File: src/rtl/plic_lite.sv
// Lightweight platform-level interrupt controller: per-source synchronisers and
// level/edge gateways, priority/threshold arbitration, and a claim/complete handshake.
module plic_lite #(
  parameter int          NUM_SRC    = 8,
  parameter int          PRIO_WIDTH = 3,
  parameter logic [30:0] EDGE_MASK  = '0
) (
  input  logic                  clk_i,
  input  logic                  rst_i,
  input  logic [NUM_SRC-1:0]    src_i,
  input  logic                  req_i,
  input  logic                  we_i,
  input  logic [7:0]            addr_i,
  input  logic [31:0]           wdata_i,
  output logic [31:0]           rdata_o,
  output logic                  irq_o
);

  logic [NUM_SRC-1:0]    sync1_q, sync2_q, prev_q;
  logic [NUM_SRC-1:0]    pend_q, pend_d, ins_q, ins_d, held_q, held_d;
  logic [NUM_SRC-1:0]    en_q;
  logic [PRIO_WIDTH-1:0] prio_q [NUM_SRC];
  logic [PRIO_WIDTH-1:0] thr_q, best_p;
  logic [4:0]            best_q, best_d;
  logic                  irq_q;
  logic [5:0]            word;
  logic                  claim, complete;
  logic [NUM_SRC-1:0]    rise;
  logic                  unused_ok;

  assign word      = addr_i[7:2];
  assign claim     = req_i && !we_i && (word == 6'h23);
  assign complete  = req_i && we_i && (word == 6'h23);
  assign rise      = sync2_q & ~prev_q;
  assign irq_o     = irq_q;
  assign unused_ok = ^{addr_i[1:0], wdata_i};

  // Gateways: the claimed source becomes in-service even if it sees a new edge
  // in the same cycle; that edge is parked in edge_held.
  always_comb begin
    pend_d = pend_q;
    ins_d  = ins_q;
    held_d = held_q;
    for (int i = 0; i < NUM_SRC; i++) begin
      if (claim && best_q == 5'(i + 1)) begin
        pend_d[i] = 1'b0;
        ins_d[i]  = 1'b1;
        if (EDGE_MASK[i] && rise[i]) held_d[i] = 1'b1;
      end else if (complete && wdata_i[4:0] == 5'(i + 1) && ins_q[i]) begin
        ins_d[i] = 1'b0;
        if (EDGE_MASK[i]) begin
          if (held_q[i] || rise[i]) pend_d[i] = 1'b1;
          held_d[i] = 1'b0;
        end
      end else if (EDGE_MASK[i]) begin
        if (rise[i] && !pend_q[i] && !ins_q[i]) pend_d[i] = 1'b1;
        else if (rise[i] && ins_q[i])          held_d[i] = 1'b1;
      end else if (sync2_q[i] && !pend_q[i] && !ins_q[i]) begin
        pend_d[i] = 1'b1;
      end
    end
  end

  // Starting the running maximum at the threshold folds the eligibility compare
  // into the search; strict '>' keeps ties on the lowest ID.
  always_comb begin
    best_d = '0;
    best_p = thr_q;
    for (int i = 0; i < NUM_SRC; i++) begin
      if (pend_q[i] && en_q[i] && !(claim && best_q == 5'(i + 1)) && prio_q[i] > best_p) begin
        best_d = 5'(i + 1);
        best_p = prio_q[i];
      end
    end
  end

  always_comb begin
    rdata_o = '0;
    case (word)
      6'h20: rdata_o[NUM_SRC:1] = pend_q;
      6'h21: rdata_o[NUM_SRC:1] = en_q;
      6'h22: rdata_o[PRIO_WIDTH-1:0] = thr_q;
      6'h23: rdata_o[4:0] = best_q;
      default: begin
        for (int i = 0; i < NUM_SRC; i++)
          if (word == 6'(i + 1)) rdata_o[PRIO_WIDTH-1:0] = prio_q[i];
      end
    endcase
  end

  always_ff @(posedge clk_i or posedge rst_i) begin
    if (rst_i) begin
      sync1_q <= '0;
      sync2_q <= '0;
      prev_q  <= '0;
      pend_q  <= '0;
      ins_q   <= '0;
      held_q  <= '0;
      en_q    <= '0;
      thr_q   <= '0;
      best_q  <= '0;
      irq_q   <= 1'b0;
      for (int i = 0; i < NUM_SRC; i++) prio_q[i] <= '0;
    end else begin
      sync1_q <= src_i;
      sync2_q <= sync1_q;
      prev_q  <= sync2_q;
      pend_q  <= pend_d;
      ins_q   <= ins_d;
      held_q  <= held_d;
      best_q  <= best_d;
      irq_q   <= (best_d != 5'd0);
      if (req_i && we_i) begin
        case (word)
          6'h21: en_q  <= wdata_i[NUM_SRC:1];
          6'h22: thr_q <= wdata_i[PRIO_WIDTH-1:0];
          default: begin
            for (int i = 0; i < NUM_SRC; i++)
              if (word == 6'(i + 1)) prio_q[i] <= wdata_i[PRIO_WIDTH-1:0];
          end
        endcase
      end
    end
  end

endmodule

File: config.mk
export PLATFORM = sky130hd
export DESIGN_NAME = plic_lite
export DESIGN_NICKNAME = d
export VERILOG_FILES = /design/src/rtl/plic_lite.sv
export SDC_FILE = /design/constraint.sdc
export NUM_CORES = 1
export LEC_CHECK = 0
export CORE_MARGIN = 5
export CORE_UTILIZATION = 64
export DETAILED_ROUTE_END_ITERATION = 12
export DONT_BUFFER_PORTS = 1
export PLACE_DENSITY = 0.8
export SLEW_MARGIN = 40
export SYNTH_ARGS = -nofsm -noshare
export SYNTH_HDL_FRONTEND = slang
export SYNTH_SLANG_ARGS = --single-unit
File: constraint.sdc
create_clock -name clk_i -period 25.2 [get_ports clk_i]
set_input_delay 3.78 -clock clk_i [delete_from_list [all_inputs] [get_ports clk_i]]
set_output_delay 3.78 -clock clk_i [all_outputs]
set_load 0.02 [all_outputs]
== Yosys cells after proc, flatten, opt, wreduce, memory -nomap -nowiden ==
Cells that the tools add are included.
Word-level totals
  register bits after elaboration: 73
  bits of input ports: 52
  output and inout bits: 33
  word-level logic and storage cells: 272
Operators by class
  order comparisons: 8
  equal/unequal tests: 36
  multiplexer cells: 67
  bitwise gates (word level): 1
  reductions and logical operators: 130
Operators with widths (count)
  1-bit logical AND: 68
  3-bit 2-to-1 mux: 15
  1-bit 2-to-1 mux: 41
  5-bit by 3-bit equality test with 1-bit output, second input constant: 8
  5-bit 2-to-1 mux: 7
  2-bit nonzero test: 16
  1-bit logical NOT: 25
  6-bit by 3-bit equality test with 1-bit output, second input constant: 4
  6-bit equality test, second input constant: 4
  3-bit greater-than comparator: 8
  3-bit AND reduction: 8
  5-bit by 2-bit equality test with 1-bit output, second input constant: 4
  2-bit AND reduction: 10
  6-bit by 2-bit equality test with 1-bit output, second input constant: 2
  5-bit by 1-bit equality test with 1-bit output, second input constant: 2
  5-bit by 4-bit equality test with 1-bit output, second input constant: 2
  2-bit by 1-bit inequality test with 1-bit output, second input constant: 5
  2-bit one-hot mux with 4 select lines: 1
  4-bit one-hot mux with 2 select lines: 1
  6-bit by 1-bit equality test with 1-bit output, second input constant: 1
  6-bit by 4-bit equality test with 1-bit output, second input constant: 1
  2-bit inequality test, second input constant: 3
  2-bit one-hot mux with 3 select lines: 1
  5-bit nonzero test: 1
  3 further kinds: 4

== Logic depth before layout (Yosys ltp) ==
  word-level depth: 30
  depth in mapped cells: 54
  depth with buffers taken out: 54

== Worst setup path before layout ==
Ideal clock, no wire load.
  path type: input port to flip-flop
  start point: input port addr_i[2]
  end point: register irq_q (netlist: irq_o)
  library setup time: 0.141 ns
  arrival time: 13.274 ns
  data required time: 25.059 ns
  path slack: 11.785 ns
  stages on the path: 51
  path buffers: 1
  path through: and4b_1 -> clkbuf_2 -> nand4b_1 -> nand4_1 -> o21ai_0 -> ha_1 -> or2_1 -> maj3_1 -> maj3_2 -> mux2_2 -> or2_2 -> mux2_2 -> ha_1 -> nor2_1 -> nand2_1 -> o41ai_1 -> o211ai_1 -> and3_1 -> [... 15 more ...] -> nor2_1 -> a221o_1 -> nand3_1 -> mux2i_2 -> ha_1 -> inv_1 -> a21o_1 -> a21oi_1 -> a311oi_1 -> nand2_1 -> mux2_2 -> ha_1 -> nor2b_1 -> o21a_1 -> o21ai_0 -> nor2_1 -> inv_1 -> nand4_1
On the way
  cells in the longest elaborated chain, start to end: 29
  elaborated cells on any way between the ends: 57
  classes of those cells: 7 x order compare; 1 x eq/ne; 15 x mux; 34 x reduce/logical
RTL lines
  start, declared: line 13  | input logic [7:0] addr_i,
  6-bit equality test *: line 32  | assign claim = req_i && !we_i && (word == 6'h23);
  1-bit logical AND *: line 32
  1-bit logical AND: line 70  | if (pend_q[i] && en_q[i] && !(claim && best_q == 5'(i + 1)) && prio_q[i] > best_p) begin
  1-bit logical NOT: line 70
  1-bit logical AND (2 in a row): line 70
  3-bit 2-to-1 mux: line 70
  3-bit greater-than comparator: line 70
  1-bit logical AND: line 70
  [... 13 more ...]
  3-bit greater-than comparator: line 70
  1-bit logical AND: line 70
  3-bit 2-to-1 mux: line 70
  3-bit greater-than comparator: line 70
  1-bit logical AND: line 70
  5-bit 2-to-1 mux *: line 70
  via best_d[3]: line 24  | logic [4:0] best_q, best_d;
  5-bit nonzero test *: line 112  | irq_q <= (best_d != 5'd0);
  end signal, assigned: line 112
  end, declared: line 25  | logic irq_q;
Mark *: on every way through the listed nets, which the timed path passes. The rest lies on a longest branch.
A chain may end at the register's enable or synchronous reset.

== Worst setup path after layout ==
  start point: input port addr_i[6]
  end point: register irq_q (netlist: irq_o)
Same word-level chain as after synthesis.

==> results.json <==
{
  "drtAntennaViolNets": 0,
  "synth_seq_cells": 72,
  "cts.reportedPaths.clkPinSlew_ns": 0.08,
  "worstSetupPathType": "in -> reg",
  "synth_edf_count": 0,
  "syn-cell-area_mm2": 0.004332,
  "synth_cell_types": 63,
  "syn_area_per_cell_um2": 9.437,
  "period_share": 0.5887,
  "worst_slew_pin_slew_ns": 0.7465,
  "avgRoutedWirePerCell_um": 19.43,
  "area_growth_pct": 3.235,
  "cpMaxStageDelayCell": "nor4b_4",
  "initial_core_util": 0.6483,
  "crit_path_max_fanout": 14,
  "row_count": 30,
  "io_pins": 85,
  "cts_resized": 0,
  "grt_pass1_wl_um": 17310,
  "remaining_drc_errors": 0,
  "core_mm2": 0.006681,
  "grt_util_all_layers": 0.2608,
  "finalWirelength_um": 10510,
  "irDropWorstVdd_uv": 49.28,
  "antenna_found_initial": 0,
  "clock_tree.buffer_depth": 2,
  "die-area_mm2": 0.008514,
  "ys_seq_area_frac": 0.4159,
  "synth_ff_type": "dfrtp_1",
  "vias": 3431,
  "cp_data_arrival_time_ns": 15.10,
  "cp_slowest_stage_delay_ns": 0.63,
  "gp_congestion": 0.9576,
  "htreeDepth": 3,
  "grt_max_degree": 73,
  "via_per_inst": 6.342,
  "grt_overflow_total": 0,
  "insertion_delay_ns": 0.34,
  "relSlewSlack": 0.5013,
  "filler_cell_count": 519,
  "cts_tree": "done",
  "ys_warn_count": 0,
  "cp_common_cell": "ha_1",
  "final_max_slew_viol_count": 0,
  "die_w_um": 92.27,
  "power_density_mw_per_mm2": 60.65,
  "rsz0062_at_grt": "false",
  "cts.sinks": 72,
  "drt_pass1_iterations": 6,
  "finalSetupTns_ns": 0,
  "clock-skew-final_ns": 0.006886,
  "cts_buffers": 9,
  "worstSetupStartpointType": "input port",
  "setup_viol": 0,
  "cp-end-kind": "flip-flop",
  "hold_slack_ns": 0.3545,
  "fin_crit_ns": 14.83,
  "hold_buffers": 0,
  "critPathTopFamily": "simple AND/OR/NAND/NOR gates",
  "cp_data_required_time_ns": 25.46,
  "async_flop_share": 1.000,
  "cts-root-buf": "clkbuf_8",
  "drive_above_1_share": 0.1345,
  "min_path_type": "reg -> reg",
  "nets": 522,
  "clock.fmax_mhz": 67.41,
  "first_global_vias": 3419,
  "fp.dieH_um": 92.27,
  "power.leakage_uw": 0.002081,
  "worst-path-buf-inv": 3,
  "insertedDiodeCount": 0,
  "postCtsSetupRepairBufs": 0,
  "cap_violations": 0,
  "portBuffers": 0,
  "finalHoldViolations": 0,
  "drt_iter0_markers": 389,
  "post-dp-hpwl_um": 7730,
  "status": "complete, no violations",
  "synthCells": 459
}
## layout by cell type, fill, tap and decap left out, types with 10 or more instances in the layout
cell type   n
ha_1       14
inv_1      23
o21ai_0    36
nand2_1    52
dfrtp_1    72
nand3_1    11
a21oi_1    10
nor2_1     36
conb_1     23
mux2_2     28
nor2b_1    13
## power by group
group / switching [uW] / internal, uW / total, uW / leakage (uW)
Sequential: 8.43 / 123 / 132 / 0.000866
Clock: 45.3 / 36.3 / 81.6 / 0.0000870
Combinational: 33.4 / 24.4 / 57.8 / 0.00113
Total: 87.2 / 184 / 271 / 0.00208
## metrics by stage
stage          setup WS, ns  area, um^2  instances  power (uW)    util
6_report              10.37        4472        541       271.2  0.6693
5_1_grt               9.596        4472        541       285.5  0.6693
4_1_cts               10.51        4472        541       270.9  0.6693
3_5_place_dp          10.19        4300        525       190.4  0.6436
3_3_place_gp          10.45        4294        525       187.2  0.6427
2_1_floorplan         11.79        4414        481       181.5       -
## logic make-up after synthesis
logic type	count (synthesis)	synth area share
other	1	0.0008657
buffers and inverters	61	0.07337
and+or+nand+nor	169	0.2008
AOI/OAI and AO/OA	98	0.1476
adders and majority gates	18	0.05026
muxes	40	0.1112
DFF	72	0.4159
## final timing paths
| path | endpoint | start | cells past startpoint | slack (ns) |
|---|---|---|---|---|
| setup / recovery | irq_o | addr_i[6] | 51 | 10.37 |
| hold / removal | sync2_q[4] | sync1_q[4] | 0 | 0.35 |
| setup reg to reg | irq_o | thr_q[2] | 52 | 13.46 |
| hold reg to reg | sync2_q[4] | sync1_q[4] | 0 | 0.35 |
| max in group asynchronous | pend_q[3] | rst_i | 2 | 21.28 |
| min in group asynchronous | ins_q[6] | rst_i | 2 | 3.49 |
## final cells by class
class	count	area, um^2	share of cell area
clock buffers	10	127.6	0.02854
clock inverters	6	43.79	0.009793
inverters	24	90.09	0.02015
multi-input cells	348	2297	0.5137
flip-flops and latches	72	1802	0.4029
well taps	80	100.1	0.02238
repair buffers	1	11.26	0.002518
## synthesized netlist by cell type, drive strengths merged (8+ instances only)
cell type / count / share of area
ha: 14 / 0.040
dfrtp: 72 / 0.42
mux2: 29 / 0.076
nand2: 52 / 0.045
o21ai: 37 / 0.043
nor2b: 13 / 0.019
mux2i: 9 / 0.025
nand4: 8 / 0.012
nor2: 37 / 0.032
inv: 24 / 0.021
clkbuf: 9 / 0.0081
nand3: 11 / 0.013
a21oi: 10 / 0.012
o21a: 8 / 0.014
buf: 28 / 0.044
and3: 8 / 0.012
## registers in the layout, indices dropped and copies added (netlist names)
name,flops
thr_q,3
irq_o,1
pend_q,8
sync1_q,8
sync2_q,8
en_q,8
best_q,4
ins_q,8
prio_q,24
## routing by layer
metal  global-route usage  part of all wire  vias to the layer above
met4               0.1262             0.046                        0
met5                    0                 0                        -
met1               0.3308              0.40                     1633
met2               0.4045              0.45                      170
met3              0.08203              0.10                       34
li1                     -                 -                     1594
No activity file was read; power rests on OpenSTA's default activity.
